[src/rtl/calc_pkg.sv]
// Shared types for the RPN calculator: key codes, ALU operations, FSM states
// and the key decoding helpers.
package calc_pkg;

    typedef enum logic [4:0] {
        KEY_0     = 5'd0,
        KEY_1     = 5'd1,
        KEY_2     = 5'd2,
        KEY_3     = 5'd3,
        KEY_4     = 5'd4,
        KEY_5     = 5'd5,
        KEY_6     = 5'd6,
        KEY_7     = 5'd7,
        KEY_8     = 5'd8,
        KEY_9     = 5'd9,
        KEY_ENTER = 5'd10,
        KEY_CLEAR = 5'd11,
        KEY_DROP  = 5'd12,
        KEY_SWAP  = 5'd13,
        KEY_ADD   = 5'd14,
        KEY_SUB   = 5'd15,
        KEY_MUL   = 5'd16
    } key_t;

    typedef enum logic [1:0] {
        OP_ADD = 2'd0,
        OP_SUB = 2'd1,
        OP_MUL = 2'd2
    } op_t;

    typedef enum logic [1:0] {
        ST_IDLE  = 2'd0,
        ST_ISSUE = 2'd1,
        ST_WAIT  = 2'd2,
        ST_ERROR = 2'd3
    } state_t;

    // Digit key codes coincide with their numeric value.
    function automatic logic is_digit(input key_t key);
        return (key <= KEY_9);
    endfunction

    function automatic logic is_op(input key_t key);
        return (key == KEY_ADD) || (key == KEY_SUB) || (key == KEY_MUL);
    endfunction

    function automatic op_t key_to_op(input key_t key);
        op_t op;
        case (key)
            KEY_SUB: op = OP_SUB;
            KEY_MUL: op = OP_MUL;
            default: op = OP_ADD;
        endcase
        return op;
    endfunction

endpackage

[src/rtl/operand_stack.sv]
// Operand stack kept as a shift register: slot 0 is always the top, slot 1
// the next entry, so peeks need no variable indexing.
module operand_stack #(
    parameter int Width      = 32,
    parameter int StackDepth = 4,
    localparam int DepthW    = $clog2(StackDepth + 1)
) (
    input  logic              clk_i,
    input  logic              rst_ni,
    input  logic              clear_i,
    input  logic              push_i,
    input  logic [Width-1:0]  push_data_i,
    input  logic              pop_i,
    input  logic              pop2_i,
    input  logic              swap_i,
    output logic [Width-1:0]  top_o,
    output logic [Width-1:0]  next_o,
    output logic [DepthW-1:0] depth_o
);

    logic [Width-1:0]  mem_q [StackDepth];
    logic [Width-1:0]  mem_d [StackDepth];
    logic [DepthW-1:0] depth_q;
    logic [DepthW-1:0] depth_d;
    logic              full_s;

    assign full_s  = (depth_q == DepthW'(StackDepth));
    assign top_o   = mem_q[0];
    assign next_o  = mem_q[1];
    assign depth_o = depth_q;

    // Next stack contents; vacated slots are zeroed so empty peeks read 0.
    always_comb begin
        for (int i = 0; i < StackDepth; i++) begin
            mem_d[i] = mem_q[i];
        end
        depth_d = depth_q;
        if (clear_i) begin
            for (int i = 0; i < StackDepth; i++) begin
                mem_d[i] = '0;
            end
            depth_d = '0;
        end else if (push_i && !full_s) begin
            mem_d[0] = push_data_i;
            for (int i = 1; i < StackDepth; i++) begin
                mem_d[i] = mem_q[i-1];
            end
            depth_d = depth_q + DepthW'(1);
        end else if (pop2_i && (depth_q >= DepthW'(2))) begin
            for (int i = 0; i < StackDepth - 2; i++) begin
                mem_d[i] = mem_q[i+2];
            end
            mem_d[StackDepth-2] = '0;
            mem_d[StackDepth-1] = '0;
            depth_d = depth_q - DepthW'(2);
        end else if (pop_i && (depth_q != DepthW'(0))) begin
            for (int i = 0; i < StackDepth - 1; i++) begin
                mem_d[i] = mem_q[i+1];
            end
            mem_d[StackDepth-1] = '0;
            depth_d = depth_q - DepthW'(1);
        end else if (swap_i && (depth_q >= DepthW'(2))) begin
            mem_d[0] = mem_q[1];
            mem_d[1] = mem_q[0];
        end else begin
            depth_d = depth_q;
        end
    end

    // Stack storage and occupancy registers.
    always_ff @(posedge clk_i or negedge rst_ni) begin
        if (!rst_ni) begin
            for (int i = 0; i < StackDepth; i++) begin
                mem_q[i] <= '0;
            end
            depth_q <= '0;
        end else begin
            for (int i = 0; i < StackDepth; i++) begin
                mem_q[i] <= mem_d[i];
            end
            depth_q <= depth_d;
        end
    end

endmodule

[src/rtl/rpn_calculator.sv]
// RPN calculator front end: key entry, operand stack management and an
// external ALU driven through valid/ready request and response handshakes.
module rpn_calculator
    import calc_pkg::*;
#(
    parameter int Width      = 32,
    parameter int NumDigits  = 8,
    parameter int StackDepth = 4,
    localparam int DepthW    = $clog2(StackDepth + 1),
    localparam int CntW      = $clog2(NumDigits + 1)
) (
    input  logic              clk_i,
    input  logic              rst_ni,
    input  logic              key_valid_i,
    input  key_t              key_i,
    output logic              key_ready_o,
    output logic [Width-1:0]  display_o,
    output logic [DepthW-1:0] depth_o,
    output logic              error_o,
    output logic              busy_o,
    output logic [Width-1:0]  alu_left_o,
    output logic [Width-1:0]  alu_right_o,
    output op_t               alu_op_o,
    output logic              alu_in_valid_o,
    input  logic              alu_in_ready_i,
    input  logic [Width-1:0]  alu_result_i,
    input  logic              alu_out_valid_i,
    output logic              alu_out_ready_o
);

    state_t            state_q, state_d;
    logic [Width-1:0]  entry_q, entry_d;
    logic              active_q, active_d;
    logic [CntW-1:0]   count_q, count_d;
    logic [Width-1:0]  left_q, left_d;
    logic [Width-1:0]  right_q, right_d;
    op_t               op_q, op_d;

    logic              stk_clear_s;
    logic              stk_push_s;
    logic [Width-1:0]  stk_data_s;
    logic              stk_pop_s;
    logic              stk_pop2_s;
    logic              stk_swap_s;
    logic [Width-1:0]  stk_top_s;
    logic [Width-1:0]  stk_next_s;
    logic [DepthW-1:0] stk_depth_s;
    logic              stk_empty_s;
    logic              stk_full_s;

    operand_stack #(
        .Width      (Width),
        .StackDepth (StackDepth)
    ) u_stack (
        .clk_i       (clk_i),
        .rst_ni      (rst_ni),
        .clear_i     (stk_clear_s),
        .push_i      (stk_push_s),
        .push_data_i (stk_data_s),
        .pop_i       (stk_pop_s),
        .pop2_i      (stk_pop2_s),
        .swap_i      (stk_swap_s),
        .top_o       (stk_top_s),
        .next_o      (stk_next_s),
        .depth_o     (stk_depth_s)
    );

    assign stk_empty_s = (stk_depth_s == DepthW'(0));
    assign stk_full_s  = (stk_depth_s == DepthW'(StackDepth));

    // Key interpretation, ALU sequencing and stack command generation.
    always_comb begin
        state_d     = state_q;
        entry_d     = entry_q;
        active_d    = active_q;
        count_d     = count_q;
        left_d      = left_q;
        right_d     = right_q;
        op_d        = op_q;
        stk_clear_s = 1'b0;
        stk_push_s  = 1'b0;
        stk_data_s  = '0;
        stk_pop_s   = 1'b0;
        stk_pop2_s  = 1'b0;
        stk_swap_s  = 1'b0;
        case (state_q)
            ST_IDLE: begin
                if (!key_valid_i) begin
                    state_d = ST_IDLE;
                end else if (is_digit(key_i)) begin
                    if (count_q != CntW'(NumDigits)) begin
                        entry_d  = (entry_q * Width'(10)) + Width'(key_i);
                        active_d = 1'b1;
                        count_d  = count_q + CntW'(1);
                    end else begin
                        entry_d = entry_q;
                    end
                end else if (is_op(key_i)) begin
                    // With a live entry the entry is the right operand.
                    if (active_q && !stk_empty_s) begin
                        left_d    = stk_top_s;
                        right_d   = entry_q;
                        op_d      = key_to_op(key_i);
                        stk_pop_s = 1'b1;
                        entry_d   = '0;
                        active_d  = 1'b0;
                        count_d   = '0;
                        state_d   = ST_ISSUE;
                    end else if (!active_q && (stk_depth_s >= DepthW'(2))) begin
                        left_d     = stk_next_s;
                        right_d    = stk_top_s;
                        op_d       = key_to_op(key_i);
                        stk_pop2_s = 1'b1;
                        state_d    = ST_ISSUE;
                    end else begin
                        state_d = ST_ERROR;
                    end
                end else begin
                    case (key_i)
                        KEY_ENTER: begin
                            if (active_q) begin
                                if (stk_full_s) begin
                                    state_d = ST_ERROR;
                                end else begin
                                    stk_push_s = 1'b1;
                                    stk_data_s = entry_q;
                                    entry_d    = '0;
                                    active_d   = 1'b0;
                                    count_d    = '0;
                                end
                            end else if (stk_empty_s || stk_full_s) begin
                                state_d = ST_ERROR;
                            end else begin
                                stk_push_s = 1'b1;
                                stk_data_s = stk_top_s;
                            end
                        end
                        KEY_CLEAR: begin
                            stk_clear_s = 1'b1;
                            entry_d     = '0;
                            active_d    = 1'b0;
                            count_d     = '0;
                        end
                        KEY_DROP: begin
                            if (stk_empty_s) begin
                                state_d = ST_ERROR;
                            end else begin
                                stk_pop_s = 1'b1;
                            end
                        end
                        KEY_SWAP: begin
                            if (stk_depth_s < DepthW'(2)) begin
                                state_d = ST_ERROR;
                            end else begin
                                stk_swap_s = 1'b1;
                            end
                        end
                        default: begin
                            state_d = ST_IDLE;
                        end
                    endcase
                end
            end
            ST_ISSUE: begin
                if (alu_in_ready_i) begin
                    state_d = ST_WAIT;
                end else begin
                    state_d = ST_ISSUE;
                end
            end
            ST_WAIT: begin
                if (alu_out_valid_i) begin
                    stk_push_s = 1'b1;
                    stk_data_s = alu_result_i;
                    state_d    = ST_IDLE;
                end else begin
                    state_d = ST_WAIT;
                end
            end
            ST_ERROR: begin
                if (key_valid_i && (key_i == KEY_CLEAR)) begin
                    stk_clear_s = 1'b1;
                    entry_d     = '0;
                    active_d    = 1'b0;
                    count_d     = '0;
                    state_d     = ST_IDLE;
                end else begin
                    state_d = ST_ERROR;
                end
            end
            default: begin
                state_d = ST_IDLE;
            end
        endcase
    end

    // Controller state, entry accumulator and latched ALU request.
    always_ff @(posedge clk_i or negedge rst_ni) begin
        if (!rst_ni) begin
            state_q  <= ST_IDLE;
            entry_q  <= '0;
            active_q <= 1'b0;
            count_q  <= '0;
            left_q   <= '0;
            right_q  <= '0;
            op_q     <= OP_ADD;
        end else begin
            state_q  <= state_d;
            entry_q  <= entry_d;
            active_q <= active_d;
            count_q  <= count_d;
            left_q   <= left_d;
            right_q  <= right_d;
            op_q     <= op_d;
        end
    end

    // Output decode from registered state only.
    always_comb begin
        key_ready_o     = (state_q == ST_IDLE) || (state_q == ST_ERROR);
        busy_o          = (state_q == ST_ISSUE) || (state_q == ST_WAIT);
        error_o         = (state_q == ST_ERROR);
        alu_in_valid_o  = (state_q == ST_ISSUE);
        alu_out_ready_o = (state_q == ST_WAIT);
        alu_left_o      = left_q;
        alu_right_o     = right_q;
        alu_op_o        = op_q;
        depth_o         = stk_depth_s;
        if (state_q == ST_ERROR) begin
            display_o = '0;
        end else if (active_q) begin
            display_o = entry_q;
        end else if (!stk_empty_s) begin
            display_o = stk_top_s;
        end else begin
            display_o = '0;
        end
    end

endmodule

[config.mk]
export PLATFORM = sky130hd
export DESIGN_NAME = rpn_calculator
export DESIGN_NICKNAME = d
export VERILOG_FILES = /design/src/rtl/calc_pkg.sv /design/src/rtl/operand_stack.sv /design/src/rtl/rpn_calculator.sv
export SDC_FILE = /design/constraint.sdc
export NUM_CORES = 1
export LEC_CHECK = 0
export BUFFER_PORTS_ARGS = -buffer_cell sky130_fd_sc_hd__buf_2
export CAP_MARGIN = 20
export CORE_UTILIZATION = 50
export DETAILED_ROUTE_END_ITERATION = 8
export GPL_TIMING_DRIVEN = 0
export PLACE_DENSITY_LB_ADDON = 0.3
export SLEW_MARGIN = 10
export SYNTH_ARGS = -nofsm -noshare
export SYNTH_HDL_FRONTEND = slang
export SYNTH_HIERARCHICAL = 1
export SYNTH_SLANG_ARGS = --single-unit
[constraint.sdc]
create_clock -name clk_i -period 5.4 [get_ports clk_i]
set_input_delay 1.08 -clock clk_i [delete_from_list [all_inputs] [get_ports clk_i]]
set_output_delay 1.08 -clock clk_i [all_outputs]
set_load 0.1 [all_outputs]
=== After elaboration in Yosys (flattened, before gate mapping) ===
Cells that the tools add are included.
W data, S select, Z words.

* Register bits after elaboration: 236
* Input port bits: 42
* Word-level logic and storage cells: 183
* Output and inout bits: 106

* Equality and inequality tests: 26
* Bitwise gates (word level): 1
* $add $sub $neg: 5
* Multiplexer cells: 108
* Multipliers: 1
* Reductions and logical operators: 27
* $lt $le $gt $ge: 3

{| class="wikitable"
|+ Operators by type and width
! kind !! number
|-
| $mux W32 || 23
|-
| $mux W128 || 3
|-
| $mux W64 || 3
|-
| $pmux W32 S2 || 3
|-
| $mux W1 || 40
|-
| $add A32 B5 Y32 || 1
|-
| $mul A32 B3 Y31 const B || 1
|-
| $mux W4 || 8
|-
| $eq A5 B4 Y1 const B || 6
|-
| $mux W2 || 15
|-
| $ne A5 B5 Y1 const B || 4
|-
| $pmux W2 S4 || 2
|-
| $pmux W4 S2 || 2
|-
| $mux W3 || 4
|-
| $ne A4 B4 Y1 const B || 3
|-
| $ne A6 B6 Y1 const B || 2
|-
| $reduce_and A6 Y1 || 2
|-
| $ne A9 B9 Y1 const B || 1
|-
| $pmux W1 S2 || 4
|-
| $reduce_and A8 Y1 || 1
|-
| $logic_and A1 B1 Y1 || 7
|-
| $ne A3 B3 Y1 const B || 2
|-
| $eq A5 B5 Y1 const B || 1
|-
| $le A5 B4 Y1 const B || 1
|-
| 24 further kinds || 32
|}

=== Logic depth before layout (Yosys ltp) ===
* Depth after elaboration: 13
* Mapped depth: 15
* Depth with buffers taken out: 13

=== By module ===
Netlist, hierarchy kept.

{| class="wikitable"
|+ Modules (own cells, without submodules)
! module !! sequential area each (um^2) !! cells an instance !! area an instance (um^2) !! times used
|-
| rpn_calculator || 2627.5 || 991 || 8353.0 || 1
|-
| operand_stack || 3278.1 || 713 || 6984.2 || 1
|}

=== Worst setup path before layout ===
Ideal clock, no wire load.

* Path type: reg2out
* Start: register state_q[0]
* End: output port display_o[10]
* Required time: 4.320 ns
* Arrival: 2.948 ns
* Stages on the path, launching flop included: 6
* Path buffers: 2
* Path slack: 1.372 ns
* Cell sequence: dfrtp_1 ha_1 buf_2 o21bai_1 clkbuf_1 nor2_1

* Longest elaborated chain between the ends: 2

{| class="wikitable"
|+ RTL lines
! item !! line !! text
|-
| start, declared || rpn_calculator.sv:31 || <nowiki>state_t state_q, state_d;</nowiki>
|-
| start signal, assigned || rpn_calculator.sv:208 || <nowiki>state_q <= state_d;</nowiki>
|-
| $eq A2 B2 Y1 || -- ||
|-
| named net error_o || rpn_calculator.sv:19 || <nowiki>output logic error_o,</nowiki>
|-
| $mux W32 || rpn_calculator.sv:229 || <nowiki>if (state_q == ST_ERROR) begin</nowiki>
|-
| end, declared || rpn_calculator.sv:17 || <nowiki>output logic [Width-1:0] display_o,</nowiki>
|}

The timed path passes the listed nets, and every way through them passes these cells.

=== Worst setup path in the final report ===
* Start: input port key_i[2]
* End: register u_stack.mem_q (netlist bit u_stack/next_o[6])

* Elaborated cells on any way between the ends: 45
* Classes of those cells: order compare: 1; eq/ne: 7; mux: 29; reduce/logical: 8

{| class="wikitable"
|+ RTL lines
! item !! line !! text
|-
| start, declared || rpn_calculator.sv:15 || <nowiki>input key_t key_i,</nowiki>
|-
| $eq A5 B4 Y1 || calc_pkg.sv:44 || <nowiki>return (key == KEY_ADD) || (key == KEY_SUB) || (key == KEY_MUL);</nowiki>
|-
| $logic_or A1 B1 Y1 (2 in series) || calc_pkg.sv:44 ||
|-
| $mux W1 || rpn_calculator.sv:98 || <nowiki>end else if (is_op(key_i)) begin</nowiki>
|-
| $mux W1 (*) || rpn_calculator.sv:90 || <nowiki>end else if (is_digit(key_i)) begin</nowiki>
|-
| $mux W1 (*) || rpn_calculator.sv:88 || <nowiki>if (!key_valid_i) begin</nowiki>
|-
| $pmux W1 S2 (*) || rpn_calculator.sv:86 || <nowiki>case (state_q)</nowiki>
|-
| named net stk_push_s || rpn_calculator.sv:40 || <nowiki>logic stk_push_s;</nowiki>
|-
| $logic_and A1 B1 Y1 (*) || operand_stack.sv:43 || <nowiki>end else if (push_i && !full_s) begin</nowiki>
|-
| $mux W128 || operand_stack.sv:43 ||
|-
| $mux W128 || operand_stack.sv:38 || <nowiki>if (clear_i) begin</nowiki>
|-
| end signal, assigned by index || operand_stack.sv:79 || <nowiki>mem_q[i] <= mem_d[i];</nowiki>
|-
| end, declared || operand_stack.sv:21 || <nowiki>logic [Width-1:0] mem_q [StackDepth];</nowiki>
|}

The timed path passes the listed nets; every way through them passes the cells marked *.
A chain may end at the register's enable or synchronous reset.

==> qor.csv <==
stage,metric,value,unit
outcome,status,finished with violations,
outcome,violations,DRC,
die,die-area,31380,µm²
drt,drc,11,
critical_path,path_buf_inv,6,
clocking,post_cts_resized,0,
clocking,cts_sinks,236,
clocking,holdBufCountCts,0,
synth,avgSynthCellArea,9.001,µm²
clocking,cts_buffers,26,
global_route,grt_max_degree,96,
timing,worst_slew_pin_slew,1006,ps
global_route,grt_pass1_vias,13597,
drt,detail_route.wirelength,50900,µm
layout,fin_util,0.5889,
drt,dr.pass1.iters,9,
die,core_area,29870,µm²
pwr,power_density,630.1,nW/µm²
drt,ant_nets,0,
timing,period_share,0.8726,
drt,drt-initial-drc-count,1982,
timing,skew,16.54,ps
pwr,finalPower,11080,µW
synth,netlist_area,15340,µm²
synth,synthDistinctLibCells,86,
clocking,path_clk_slew,60,ps
die,die_h,177.1,µm
synth,synth.top_cell.area_share,0.3851,
layout,diodes,0,
clocking,htree_levels,1,
layout,syn_to_final_growth,14.70,%
critical_path,timing.critical_path.slowest_cell_delay,540,ps
die,num_io_pins,148,
global_route,grt_pass1_wl,78460,µm
die,die_x,177.1,µm
critical_path,cpMaxStageDelayCell,clkbuf_1,
timing,hold_viol,0,
critical_path,start_kind,input pin,
global_route,overflow,0,
clocking,cts_tree,built,
pwr,leakagePower,0.008987,µW
synth,synthArstFlopShare,1.000,
drt,wl_per_cell,22.21,µm
placement,gp_congestion,0.9714,
synth,synth-edff-count,0,
pwr,ir_drop,0.6610,mV
drt,drt-vias-per-instance,6.280,
critical_path,end_kind,register,
critical_path,critical_path_class,input pin to register,
critical_path,crit_arrival,5140,ps
die,initial_core_util,0.5134,
global_route,track_usage,0.3241,
global_route,antenna_found_initial,0,
drt,num_vias,14394,
timing,min_period,4712,ps
critical_path,cp.required,5830,ps
layout,fin_nets,1996,
synth,syn_nets,1818,
timing,rsz0062_at_grt,no,
clocking,worstSkewPairLatency,540,ps
synth,yosys_warnings,6,
die,rows,63,
timing,fmax,212.2,MHz
critical_path,critPathTopFamily,buffers and inverters,
min_path,hold_path.class,register to register,
synth,synth_area_leaders,"dfrtp_1 (39%), mux2i_1 (6.5%), nand2_1 (6.0%), o21ai_0 (5.7%), ha_1 (5.7%)",
placement,dp_hpwl,37460,µm
timing,final_max_slew_viol_count,0,
synth,synth-seq-area-share,0.3851,
job,maxCapViolations,0,
synth,yosys_register_bits,236,
layout,layout_common_cells,"nand2_1 (244), dfrtp_1 (236), o21ai_0 (176)",
clocking,cts_buffer_depth,3,
layout,drive_above_1_share,0.1919,
synth,yosys_most_used_dff,dfrtp_1,
timing,slew_headroom,0.3295,
layout,final_common_cell,nand2_1,
synth,synth.largest_area_cell,dfrtp_1,
critical_path,crit_chain,buf_2 > clkbuf_1 > and3b_1 > and2_1 > nand3_1 > nand2b_1 > clkbuf_1 > nand2_1 > a21bo_1 > buf_2 > buf_2 > clkbuf_1 > o21ai_0 > a32o_1,
clocking,ctsRootBufferMaster,clkbuf_16,
timing,setup_viol,0,
synth,netlist_instances,1704,
clocking,postCtsSetupBuffers,0,
critical_path,crit_fanout,10,
placement,portBuffers,147,
[path summary, 6_finish.rpt]
check | startpoint | end | slack [ps] | cells after the start
worst max register to register | entry_q[1] | entry_q[24] | 910 | 13
max in group asynchronous | rst_ni | alu_left_o[25] | 4060 | 2
worst min register to register | alu_left_o[25] | alu_left_o[25] | 470 | 2
worst min-delay path | alu_left_o[25] | alu_left_o[25] | 470 | 2
worst max-delay path | key_i[2] | u_stack/next_o[6] | 690 | 14
min in group asynchronous | rst_ni | entry_q[2] | 480 | 1
[final cells by class]
| type | count | area (µm²) |
|---|---|---|
| plain buffers | 180 | 1060 |
| clock buffers | 37 | 793.3 |
| clock inverters | 11 | 165.2 |
| fillers | 2654 | 12280 |
| inverters | 54 | 202.7 |
| multi-input cells | 1234 | 8169 |
| flip-flops and latches | 236 | 5906 |
| well taps | 390 | 488.0 |
| repair buffers | 150 | 808.3 |
[cells in the mapped netlist (7+ instances only)]
master	instances
a222oi_1	32
a211oi_1	7
clkbuf_1	69
ha_1	70
inv_1	54
a32o_1	34
xnor2_1	27
o21ai_1	8
o31ai_1	10
a31oi_1	33
nand2b_1	7
a21oi_1	39
dfrtp_1	236
nand3_1	16
xor2_1	24
nor2_1	136
a22o_1	64
buf_2	28
nor2b_1	9
and2_1	8
buf_6	12
buf_4	69
nor3_1	49
nand2_1	244
or2_2	31
mux2i_1	99
o21ai_0	176
[cells by family (layout without fill, tap and decap cells)]
group / count (synthesis) / after routing / share of synthesized area
adder cells (fa/ha/maj): 72 / 72 / 0.05972
buffers and inverters: 234 / 432 / 0.08231
multiplexers: 99 / 99 / 0.06461
AO/OA/AOI/OAI: 465 / 465 / 0.2145
flip-flops: 236 / 236 / 0.3851
AND/OR/NAND/NOR: 547 / 547 / 0.1647
XOR/XNOR: 51 / 51 / 0.02912
[registers in the layout (all words and copies together) (netlist names)]
| register | flops |
|---|---|
| active_q | 1 |
| alu_left_o | 32 |
| alu_op_o | 2 |
| alu_right_o | 32 |
| count_q | 4 |
| entry_q | 32 |
| state_q | 2 |
| u_stack/depth_o | 3 |
| u_stack/mem_q | 64 |
| u_stack/next_o | 32 |
| u_stack/top_o | 32 |
[per-stage QoR]
step           setup TNS (ps)  area [µm²]  worst slack, ps  hold slack [ps]  instances
3_3_place_gp          -231650       16560            -1007            457.8       2241
4_1_cts                     0       17590            859.7            479.1       2292
5_1_grt                     0       17590            599.4            491.5       2292
3_5_place_dp                0       16630            316.5            466.1       2244
2_1_floorplan               0       15340             1372            476.4       1704
6_report                    0       17590            687.8            470.8       2292
[where the power goes]
group	switching, µW	internal (µW)	leakage, µW
sequential	600	2330	0.00321
combinational	4500	1680	0.00531
clock	767	1210	0.000473
[per-layer routing]
metal / part of all wire / track usage / routed length, µm
met3: 0.093 / 0.05563 / 4753
met1: 0.43 / 0.4637 / 21960
met5: 0 / 0 / 0
met2: 0.43 / 0.4772 / 21810
met4: 0.047 / 0.1451 / 2382
[worst register-to-register path, delay by kind of cell (launching register included)]
kind                     cells  cell delay [ps]
flip-flops                   1              490
adder cells (fa/ha/maj)      3             1070
XOR/XNOR                     2              550
AND/OR/NAND/NOR              4             1320
AO/OA/AOI/OAI                4              920
No activity file was read; power rests on OpenSTA's default activity.
